`config.mk`:
```
export PLATFORM = sky130hd
export DESIGN_NAME = ysyx_22051013_axi_arbiter
export DESIGN_NICKNAME = d
export VERILOG_FILES = /design/src/rtl/ysyx_22051013_axi_arbiter_pkg.sv /design/src/rtl/ysyx_22051013_axi_arbiter.sv
export SDC_FILE = /design/constraint.sdc
export NUM_CORES = 1
export LEC_CHECK = 0
export ABC_AREA = 1
export BUFFER_PORTS_ARGS = -buffer_cell sky130_fd_sc_hd__buf_2
export CAP_MARGIN = 10
export CORE_AREA = 2 2 265 267
export CTS_CLUSTER_SIZE = 28
export DETAILED_ROUTE_END_ITERATION = 10
export DIE_AREA = 0 0 267 269
export SETUP_SLACK_MARGIN = 0.3
export SYNTH_ARGS = -nofsm -noshare
export SYNTH_HDL_FRONTEND = slang
export SYNTH_SLANG_ARGS = --single-unit
```
`constraint.sdc`:
```
create_clock -name clk -period 1.2 [get_ports clk]
set_input_delay 0.18 -clock clk [delete_from_list [all_inputs] [get_ports clk]]
set_output_delay 0.18 -clock clk [all_outputs]
set_load 0.02 [all_outputs]
```
`src/rtl/ysyx_22051013_axi_arbiter_pkg.sv`:
```
// ysyx_22051013_axi_arbiter_pkg: shared AXI widths plus read-arbiter state and grant encodings.
package ysyx_22051013_axi_arbiter_pkg;
  localparam int AXI_ADDR_W = 64;
  localparam int AXI_DATA_W = 64;
  localparam int AXI_RESP_W = 2;
  typedef enum logic [1:0] {
    S_IDLE = 2'd0,
    S_ADDR = 2'd1,
    S_DATA = 2'd2
  } state_t;
  typedef enum logic {
    G_IFU = 1'b0,
    G_LSU = 1'b1
  } grant_t;
endpackage

```
`src/rtl/ysyx_22051013_axi_arbiter.sv`:
```
// ysyx_22051013_axi_arbiter: IFU/LSU read arbiter onto one AXI-lite memory port, LSU writes pass through.
// Define YSYX_22051013_ARB_RR_EN for round-robin on simultaneous reads; default is fixed LSU priority.
module ysyx_22051013_axi_arbiter
  import ysyx_22051013_axi_arbiter_pkg::*;
#(
  parameter int ADDR_W = AXI_ADDR_W,
  parameter int DATA_W = AXI_DATA_W
) (
  input  logic                  clk,
  input  logic                  rst,
  input  logic [ADDR_W-1:0]     ifu_ar_addr,
  input  logic                  ifu_ar_valid,
  output logic                  ifu_ar_ready,
  output logic [DATA_W-1:0]     ifu_r_data,
  output logic [AXI_RESP_W-1:0] ifu_r_resp,
  output logic                  ifu_r_valid,
  input  logic                  ifu_r_ready,
  input  logic [ADDR_W-1:0]     lsu_ar_addr,
  input  logic                  lsu_ar_valid,
  output logic                  lsu_ar_ready,
  output logic [DATA_W-1:0]     lsu_r_data,
  output logic [AXI_RESP_W-1:0] lsu_r_resp,
  output logic                  lsu_r_valid,
  input  logic                  lsu_r_ready,
  input  logic [ADDR_W-1:0]     lsu_aw_addr,
  input  logic                  lsu_aw_valid,
  output logic                  lsu_aw_ready,
  input  logic [DATA_W-1:0]     lsu_w_data,
  input  logic [DATA_W/8-1:0]   lsu_w_strb,
  input  logic                  lsu_w_valid,
  output logic                  lsu_w_ready,
  output logic [AXI_RESP_W-1:0] lsu_b_resp,
  output logic                  lsu_b_valid,
  input  logic                  lsu_b_ready,
  output logic [ADDR_W-1:0]     mem_ar_addr,
  output logic                  mem_ar_valid,
  input  logic                  mem_ar_ready,
  input  logic [DATA_W-1:0]     mem_r_data,
  input  logic [AXI_RESP_W-1:0] mem_r_resp,
  input  logic                  mem_r_valid,
  output logic                  mem_r_ready,
  output logic [ADDR_W-1:0]     mem_aw_addr,
  output logic                  mem_aw_valid,
  input  logic                  mem_aw_ready,
  output logic [DATA_W-1:0]     mem_w_data,
  output logic [DATA_W/8-1:0]   mem_w_strb,
  output logic                  mem_w_valid,
  input  logic                  mem_w_ready,
  input  logic [AXI_RESP_W-1:0] mem_b_resp,
  input  logic                  mem_b_valid,
  output logic                  mem_b_ready
);
  state_t state, state_nxt;
  grant_t grant, pick;
  logic   any_req, is_lsu, g_ar_valid, g_r_ready, in_addr, in_data;
  assign any_req = ifu_ar_valid | lsu_ar_valid;
`ifdef YSYX_22051013_ARB_RR_EN
  grant_t last;
  always_comb
    pick = (ifu_ar_valid & lsu_ar_valid) ? ((last == G_LSU) ? G_IFU : G_LSU)
                                         : (lsu_ar_valid ? G_LSU : G_IFU);
  always_ff @(posedge clk or posedge rst)
    if (rst) last <= G_IFU;
    else if (state == S_IDLE && any_req) last <= pick;
`else
  always_comb pick = lsu_ar_valid ? G_LSU : G_IFU;
`endif
  always_ff @(posedge clk or posedge rst)
    if (rst) begin
      state <= S_IDLE;
      grant <= G_IFU;
    end else begin
      state <= state_nxt;
      if (state == S_IDLE && any_req) grant <= pick;
    end
  always_comb begin
    is_lsu     = grant == G_LSU;
    g_ar_valid = is_lsu ? lsu_ar_valid : ifu_ar_valid;
    g_r_ready  = is_lsu ? lsu_r_ready : ifu_r_ready;
    state_nxt  = (state == S_IDLE && any_req)                    ? S_ADDR :
                 (state == S_ADDR && g_ar_valid && mem_ar_ready) ? S_DATA :
                 (state == S_DATA && mem_r_valid && g_r_ready)   ? S_IDLE : state;
  end
  // Everything read-side is gated by state so the loser, and both masters after reset, see zeros.
  always_comb begin
    in_addr      = state == S_ADDR;
    in_data      = state == S_DATA;
    mem_ar_valid = in_addr & g_ar_valid;
    mem_ar_addr  = in_addr ? (is_lsu ? lsu_ar_addr : ifu_ar_addr) : '0;
    ifu_ar_ready = in_addr & ~is_lsu & mem_ar_ready;
    lsu_ar_ready = in_addr & is_lsu & mem_ar_ready;
    mem_r_ready  = in_data & g_r_ready;
    ifu_r_valid  = in_data & ~is_lsu & mem_r_valid;
    lsu_r_valid  = in_data & is_lsu & mem_r_valid;
    ifu_r_data   = (in_data & ~is_lsu) ? mem_r_data : '0;
    lsu_r_data   = (in_data & is_lsu) ? mem_r_data : '0;
    ifu_r_resp   = (in_data & ~is_lsu) ? mem_r_resp : '0;
    lsu_r_resp   = (in_data & is_lsu) ? mem_r_resp : '0;
  end
  assign mem_aw_addr  = lsu_aw_addr;
  assign mem_aw_valid = lsu_aw_valid;
  assign lsu_aw_ready = mem_aw_ready;
  assign mem_w_data   = lsu_w_data;
  assign mem_w_strb   = lsu_w_strb;
  assign mem_w_valid  = lsu_w_valid;
  assign lsu_w_ready  = mem_w_ready;
  assign lsu_b_resp   = mem_b_resp;
  assign lsu_b_valid  = mem_b_valid;
  assign mem_b_ready  = lsu_b_ready;
endmodule

```
* Word level (Yosys, flattened, before mapping)
Cells that the tools add are included.
** Storage, ports and cells
- Register bits :: 3
- Input port bits :: 346
- Bits in read-only memories :: 0
- Output and inout port bits :: 346
- Logic and storage cells :: 35
- Memories kept :: 0
- Memory bits (writable) :: 0
- Latch bits :: 0
** Operators by class
- Multiplexer cells :: 12
- Eq/ne operators :: 2
- Divide/modulo/power cells :: 0
- Add/subtract/negate cells :: 0
- Reductions and logical operators :: 7
- Shifts and indexed selects :: 0
- Bitwise logic cells :: 12
- $lt $le $gt $ge :: 0
- $mul :: 0
** Operator list (number)
- two-way mux 64 bit :: 4
- AND 1 bit :: 10
- two-way mux 2 bit :: 5
- logical AND 1 bit :: 5
- two-way mux 1 bit :: 3
- nonzero test 3 bit :: 1
- equality test 2 x 1 -> 1 bit (second input constant) :: 1
- equality test 2 bit (second input constant) :: 1
- zero test 2 bit :: 1
- NOT 1 bit :: 1
- bitwise OR 1 bit :: 1

* Depth between registers and ports, before layout
Gate-level depths: netlist of the first run.
- Depth in word-level cells :: 6
- Gate-level depth with buffers :: 7
- Gate-level depth less buffers :: 6

* Worst setup path before layout of the first run
OpenSTA, ideal clock, no wires.
- Kind :: flip-flop to output port
- From :: register grant
- To :: output ifu_ar_ready
- Cell stages (with the launch flop) :: 4
- Required time :: 1.020 ns
- Setup slack :: -0.366 ns
- Arrival time :: 1.386 ns
- Path buffers :: 2
- Cells stage by stage :: dfrtp_1 -> buf_4 -> buf_2 -> nor4_1
** On the way
- Word-level cells in the longest chain between the ends :: 3
** Ends and longest elaborated chain
- start: declaration :: RTL line ysyx_22051013_axi_arbiter.sv:54 : grant_t grant, pick;
- start signal: assignment :: RTL line ysyx_22051013_axi_arbiter.sv:74 : if (state == S_IDLE && any_req) grant <= pick;
- NOT 1 bit :: RTL line ysyx_22051013_axi_arbiter.sv:90 : ifu_ar_ready = in_addr & ~is_lsu & mem_ar_ready;
- AND 1 bit (2 in a row) :: RTL line ysyx_22051013_axi_arbiter.sv:90
- end: declaration :: RTL line ysyx_22051013_axi_arbiter.sv:13 : output logic ifu_ar_ready,
Every way passes these cells.

* Worst setup path after layout of the first run
- From :: register grant
- To :: output ifu_r_data[53]
** On the way
- Word-level cells in the longest chain between the ends :: 3
** Ends and longest elaborated chain
- NOT 1 bit :: RTL line ysyx_22051013_axi_arbiter.sv:95 : ifu_r_data = (in_data & ~is_lsu) ? mem_r_data : '0;
- AND 1 bit :: RTL line ysyx_22051013_axi_arbiter.sv:95
- two-way mux 64 bit :: RTL line ysyx_22051013_axi_arbiter.sv:95
- end: declaration :: RTL line ysyx_22051013_axi_arbiter.sv:14 : output logic [DATA_W-1:0] ifu_r_data,
Every way passes these cells.

==> results.sh, run 1 <==
export IMPL_clock_sinks=3
export IMPL_grt_start_max_net_pins=32
export IMPL_detail_route_first_pass_iterations=4
export IMPL_ys_warnings_count=0
export IMPL_classification_of_the_worst_setup_path="flip-flop to output pin"
export IMPL_post_synth_inst_count=607
export IMPL_finish_instance_area_um2=9180
export IMPL_postSynthRegisterBits=3
export IMPL_min_delay_path_class="input port to flip-flop"
export IMPL_max_slew_margin_rel=0.790
export IMPL_routed_via_count=5134
export IMPL_clkSlewWorstSetupHoldPaths_ns=0.03
export IMPL_worst_ep_arrival_time_ns=1.67
export IMPL_placement_cell_area_um2=6730
export IMPL_timing_critical_path_mode_cell="sky130_fd_sc_hd__buf_12"
export IMPL_worst_path_largest_cell_delay_ns=0.51
export IMPL_share_clk_of_total_power=0.031
export IMPL_design_die_area_um2=71800
export IMPL_run_status="finished, violations left"
export IMPL_crit_chain="buf_12 > clkinv_8 > nand3_4 > buf_12 > buf_12 > buf_6 > nor2_4 > buf_6"
export IMPL_switching_share=0.510
export IMPL_final_hold_slack_ns=0.249
export IMPL_layout_commonest_cell="sky130_fd_sc_hd__buf_2"
export IMPL_totalNegativeSetupSlack_ns=-113.59
export IMPL_number_of_buffers_inserted_during_clock_tree_synthesis=3
export IMPL_placementRows=97
export IMPL_powerDensity_nw_per_um2=1850
export IMPL_grt_pass1_vias=4781
export IMPL_design_portCount=692
export IMPL_synth_yosys_seq_area_share=0.0245
export IMPL_layout_common_cells="sky130_fd_sc_hd__buf_2, sky130_fd_sc_hd__buf_6, sky130_fd_sc_hd__nor2_4, sky130_fd_sc_hd__nand2_2, sky130_fd_sc_hd__inv_1"
export IMPL_detailedRoute_firstIterationViolations=111
export IMPL_period_needed_ns=1.85
export IMPL_core_area_um2=69300
export IMPL_endpoint_kind="output pin"
export IMPL_syn2layout_area_growth_pct=200
export IMPL_clock_tree_from_tritoncts="yes"
export IMPL_net_switching_power_mw=8.67
export IMPL_avgRoutedWirePerCell_um=14.5
export IMPL_clk_insertion_delay_late_ns=0.22
export IMPL_placement_io_buffers=403
export IMPL_finalClockSkew_ns=0.00175
export IMPL_power_share_sequential=0.014
export IMPL_hold_violations=0
export IMPL_critPathLaunchType="flip-flop"
export IMPL_grtUsageTotal=0.0635
export IMPL_dp_hpwl_mm=20.3
export IMPL_clockBufferDepth=2
export IMPL_internal_power_mw=8.33
export IMPL_grt_setup_unrepaired="yes"
export IMPL_timing_final_max_slew_violations=0
export IMPL_synth_area_um2=3060
export IMPL_post_route_cells_drive_above_1_share=0.807
export IMPL_globalRoute_totalOverflow=0
export IMPL_setup_viol=205
export IMPL_violations="setup timing"
export IMPL_crit_required_ns=1.02
export IMPL_worst_pin_slew_ns=0.315
export IMPL_drv_max_cap_violation_count=0
export IMPL_post_route_period_util=1.54
export IMPL_die_h_um=269
export IMPL_combinationalPowerShare=0.955
export IMPL_postSynthAreaPerCell_um2=5.04
export IMPL_synth_nets=953
export IMPL_die_w_um=267
export IMPL_via_per_inst=2.75
export IMPL_start_util=0.0442
export IMPL_timing_final_ws_setup_ns=-0.651
export IMPL_cts_htree_levels=1
export IMPL_cts_root_buffer_cell="sky130_fd_sc_hd__clkbuf_16"
export IMPL_fmax_mhz=540
export IMPL_routed_wl_mm=27.1
export IMPL_grt_pass1_wl_mm=32.4
export IMPL_vdd_ir_drop_worst_mv=1.25
export IMPL_largest_fanout_of_any_net_on_the_critical_path=14
export IMPL_grt_antenna_before_repair=8
export IMPL_nets=1269
export IMPL_power_leakage_nw=4.26
export IMPL_crit_slowest_cell="sky130_fd_sc_hd__dfrtp_4"
export IMPL_antenna_violating_nets_post_route=0
export IMPL_place_congestion=0.856
export IMPL_drcViolationCount=0
export IMPL_post_synth_num_cell_types=16
-- state kept, by name (all words and copies together), names as in the netlist --
register,cells
grant,1
state,2
-- stage by stage --
step	setup WS, ns	util	cells	power (mW)
4_1_cts	-0.636	0.118	1844	15.1
5_1_grt	-0.702	0.132	1863	17.9
2_1_floorplan	-0.215	-	607	7.52
3_5_place_dp	-0.467	0.0970	1814	11.1
6_report	-0.651	0.132	1865	17.0
3_3_place_gp	-0.473	0.0970	1814	11.1
-- path summary, 6_finish.rpt --
path                                        end  depth (start not counted)  slack, ns                 start
max                              ifu_r_data[53]                          8      -0.65     grant$_DFFE_PP0P_
min                           grant$_DFFE_PP0P_                          3       0.25          lsu_ar_valid
max reg2reg                state[1]$_DFFE_PP0P_                          9      -0.19     grant$_DFFE_PP0P_
min reg2reg                state[0]$_DFFE_PP0P_                          4       0.75  state[0]$_DFFE_PP0P_
max in group asynchronous     grant$_DFFE_PP0P_                          3       0.51                   rst
min in group asynchronous     grant$_DFFE_PP0P_                          3       0.52                   rst
-- routing by layer --
layer | GRT usage | vias to the layer above | share of wire
met4 | 0.0241 | 6 | 0.044
met1 | 0.0632 | 2278 | 0.34
met3 | 0.0338 | 71 | 0.13
met2 | 0.112 | 480 | 0.48
li1 | - | 2299 | -
met5 | 0 | - | 0.0013
-- worst max-delay path, delay by kind of cell (launching register included) --
family,cells,cell delay (ns)
buf+inv,6,0.76
simple gates,2,0.15
flops,1,0.51
-- final cells by class --
type | count | area, um^2
Clock buffer | 4 | 78.8
Multi-Input combinational cell | 352 | 2940
Inverter | 72 | 285
Tap cell | 940 | 1180
Antenna cell | 3 | 7.51
Timing Repair Buffer | 491 | 4610
Fill cell | 7758 | 60100
Sequential cell | 3 | 78.8
-- synthesized netlist by cell type --
cell type / n / share of area
sky130_fd_sc_hd__inv_1: 71 / 0.087
sky130_fd_sc_hd__nor2_1: 137 / 0.17
sky130_fd_sc_hd__inv_2: 1 / 0.0012
sky130_fd_sc_hd__buf_6: 6 / 0.022
sky130_fd_sc_hd__buf_2: 14 / 0.023
sky130_fd_sc_hd__nor4_1: 2 / 0.0041
sky130_fd_sc_hd__o21ai_0: 2 / 0.0033
sky130_fd_sc_hd__nor3_4: 1 / 0.0053
sky130_fd_sc_hd__and2_1: 1 / 0.0020
sky130_fd_sc_hd__clkbuf_1: 8 / 0.0098
sky130_fd_sc_hd__a21oi_1: 1 / 0.0016
sky130_fd_sc_hd__buf_1: 6 / 0.0074
sky130_fd_sc_hd__nand2_1: 141 / 0.17
sky130_fd_sc_hd__buf_4: 146 / 0.36
sky130_fd_sc_hd__dfrtp_1: 3 / 0.025
sky130_fd_sc_hd__nand3_1: 67 / 0.11
-- power groups by stage --
stage,Sequential [mW],Clock (mW),Combinational [mW]
finish,0.237,0.526,16.2
global route,0.243,0.546,17.1
CTS,0.232,0.532,14.4
detailed placement,0.240,0,10.9
global placement,0.238,0,10.8
floorplan,0.177,0,7.34
-- cells by family (layout without fill, tap and decap cells) --
kind of cell / after synthesis / in the layout / synth area share
flops: 3 / 3 / 0.0245
simple gates: 349 / 349 / 0.462
compound gates: 3 / 3 / 0.00490
other cells: 0 / 3 / 0
buf+inv: 252 / 567 / 0.509
-- timing repair --
item | CTS | global route
gates cloned | 9 | 9
endpoints found under the hold margin | 3 | 0
buffers inserted | 16 | 9
resized for setup | 325 | 185
hold buffers | 1 | 0
endpoints found under the setup margin | 205 | 205
pin swaps | 10 | 16
Power figures use the tool's default switching activity.
==> inputs of run 2 (changes only) <==
Settings changed: CELL_PAD_IN_SITES_DETAIL_PLACEMENT from default to 1, CELL_PAD_IN_SITES_GLOBAL_PLACEMENT from default to 1, CORE_AREA 2 2 265 267 to 2 2 268 270, DIE_AREA 0 0 267 269 to 0 0 270 272, PLACE_DENSITY_LB_ADDON from default to 0.1.
==> run 2 against run 1 <==
- the run still ends with setup timing left
- worst hold slack worse by 0.0073 ns
- die area is 2.3% higher
- final area is 10% lower
- via count is 5.5% lower
- sequential power is 11% higher
- maximum frequency is 1.9% higher
- wire length is 1.1% higher
- setup slack better by 0.034 ns
- clock skew hardly changed
- critical path type unchanged
- critical endpoint is now mem_ar_addr[46]
==> results.sh, run 2 (synthesis results as in run 1) <==
export IMPL_post_route_cells_drive_above_1_share=0.805
export IMPL_rrSetupSlack_ns=-0.23
export IMPL_grt_setup_unrepaired="yes"
export IMPL_grt_pass1_vias=5128
export IMPL_violations="setup timing"
export IMPL_largest_fanout_of_any_net_on_the_critical_path=8
export IMPL_syn2layout_area_growth_pct=169
export IMPL_finalClockSkew_ns=0.00214
export IMPL_largest_registers="state (2), grant (1)"
export IMPL_number_of_buffers_inserted_during_clock_tree_synthesis=3
export IMPL_detailedRoute_firstIterationViolations=88
export IMPL_power_leakage_nw=4.06
export IMPL_run_status="finished, violations left"
export IMPL_drcViolationCount=0
export IMPL_setup_viol=204
export IMPL_worst_r2r_path_depth=7
export IMPL_clock_tree_from_tritoncts="yes"
export IMPL_cts_htree_levels=1
export IMPL_post_route_period_util=1.51
export IMPL_hold_violations=0
export IMPL_min_delay_path_class="input port to flip-flop"
export IMPL_fmax_mhz=550
export IMPL_antenna_violating_nets_post_route=0
export IMPL_worst_setup_path_endpoint="mem_ar_addr[46]"
export IMPL_grt_start_max_net_pins=36
export IMPL_die_w_um=270
export IMPL_largest_reg_flops=2
export IMPL_worst_pin_slew_ns=0.297
export IMPL_clkSlewWorstSetupHoldPaths_ns=0.03
export IMPL_grt_antenna_before_repair=1
export IMPL_core_area_um2=70800
export IMPL_classification_of_the_worst_setup_path="flip-flop to output pin"
export IMPL_detail_route_first_pass_iterations=4
export IMPL_clock_sinks=3
export IMPL_overall_power_consumption_mw=15.2
export IMPL_design_die_area_um2=73400
export IMPL_powerDensity_nw_per_um2=1850
export IMPL_timing_final_max_slew_violations=0
export IMPL_r2r_start="state[0]$_DFFE_PP0P_"
export IMPL_timing_critical_path_from="state[1]$_DFFE_PP0P_"
export IMPL_via_per_inst=2.60
export IMPL_registers_top_by_ff_count="state"
export IMPL_routed_wl_mm=27.4
export IMPL_globalRoute_totalOverflow=0
export IMPL_start_util=0.0433
export IMPL_layout_commonest_cell="sky130_fd_sc_hd__buf_2"
export IMPL_nets=1258
export IMPL_period_needed_ns=1.82
export IMPL_vdd_ir_drop_worst_mv=0.537
export IMPL_endpoint_kind="output pin"
export IMPL_critPathLaunchType="flip-flop"
export IMPL_placement_io_buffers=403
export IMPL_layout_common_cells="sky130_fd_sc_hd__buf_2, sky130_fd_sc_hd__nor2_4, sky130_fd_sc_hd__buf_6, sky130_fd_sc_hd__nand2_2, sky130_fd_sc_hd__inv_1"
export IMPL_place_congestion=0.746
export IMPL_avgRoutedWirePerCell_um=14.7
export IMPL_max_slew_margin_rel=0.802
export IMPL_timing_final_ws_setup_ns=-0.617
export IMPL_design_portCount=692
export IMPL_clockBufferDepth=2
export IMPL_crit_required_ns=1.02
export IMPL_placementRows=98
export IMPL_die_h_um=272
export IMPL_cts_root_buffer_cell="sky130_fd_sc_hd__clkbuf_16"
export IMPL_totalNegativeSetupSlack_ns=-106.16
export IMPL_routed_via_count=4853
export IMPL_clk_insertion_delay_late_ns=0.22
export IMPL_drv_max_cap_violation_count=0
export IMPL_grt_pass1_wl_mm=35.3
export IMPL_dp_hpwl_mm=21.6
export IMPL_worst_r2r_endpoint="state[1]$_DFFE_PP0P_"
export IMPL_worst_ep_arrival_time_ns=1.64
export IMPL_grtUsageTotal=0.0645
run 2: cell count changes in the layout (fill, tap and decap cells not counted), moves of 6 or more:
cell and change:
sky130_fd_sc_hd__buf_2 +79, sky130_fd_sc_hd__buf_6 -68, sky130_fd_sc_hd__nor2_4 -21, sky130_fd_sc_hd__nand2_2 +13
sky130_fd_sc_hd__nand2_1 -12, sky130_fd_sc_hd__nor2_1 +12, sky130_fd_sc_hd__nor2_2 +9, sky130_fd_sc_hd__buf_16 -8
sky130_fd_sc_hd__buf_8 -7, sky130_fd_sc_hd__buf_12 -6
run 2: through the flow:
stage               cell area (um^2)  setup WS (ns)  std cells  hold slack [ns]    util
floorplan                       4310         -0.215        607          -0.0664       -
global placement                6670         -0.470       1825           0.0976  0.0942
detailed placement              6670         -0.489       1825           0.0897  0.0942
CTS                             7240         -0.629       1844            0.275   0.102
global route                    8220         -0.688       1862            0.275   0.116
finish                          8220         -0.617       1863            0.242   0.116
run 2: layout make-up:
| type | instances | area, um^2 |
|---|---|---|
| antenna | 2 | 5.00 |
| fill | 8526 | 62500 |
| multi-input combinational | 352 | 2810 |
| timing repair buffer | 480 | 3790 |
| inverter | 72 | 275 |
| tap | 950 | 1190 |
| clock buffer | 4 | 78.8 |
| sequential | 3 | 78.8 |
run 2: what timing repair did:
item                                   CTS  global route
endpoints found under the hold margin    3             0
hold buffers                             1             0
buffers inserted                        13             5
resized for setup                      107           208
pin swaps                                5            15
setup endpoints to repair              205           205
gates cloned                             1            12
run 2: worst min path at each step:
stage	slack [ns]	from	end	cells past startpoint
after floorplan	-0.07	rst	grant$_DFFE_PP0P_	1
after global placement	0.1	rst	state[1]$_DFFE_PP0P_	2
after detailed placement	0.09	rst	state[1]$_DFFE_PP0P_	2
after CTS	0.28	lsu_ar_valid	grant$_DFFE_PP0P_	3
after global routing	0.28	lsu_ar_valid	grant$_DFFE_PP0P_	3
final	0.24	lsu_ar_valid	grant$_DFFE_PP0P_	3
run 2: per-layer routing:
layer | up-vias | track usage | wire length (um)
met5 | - | 0.00642 | 57
met4 | 2 | 0.0107 | 325
met3 | 24 | 0.0343 | 3080
met2 | 362 | 0.109 | 13500
met1 | 2195 | 0.0723 | 10400
li1 | 2270 | - | -
run 2: worst max-delay path: stages, from the launching register on:
cell	delay [ns]
sky130_fd_sc_hd__dfrtp_1	0.40
sky130_fd_sc_hd__buf_12	0.15
sky130_fd_sc_hd__nor3_4	0.22
sky130_fd_sc_hd__buf_12	0.20
sky130_fd_sc_hd__clkbuf_16	0.19
sky130_fd_sc_hd__nand2_2	0.06
sky130_fd_sc_hd__nand2_2	0.07
sky130_fd_sc_hd__buf_6	0.12
run 2: where the power goes:
group	leakage, nW	internal [mW]	switching, mW
combinational	3.99	6.37	8.04
clock	0.0382	0.438	0.0832
sequential	0.0332	0.163	0.0987
total	4.06	6.97	8.22
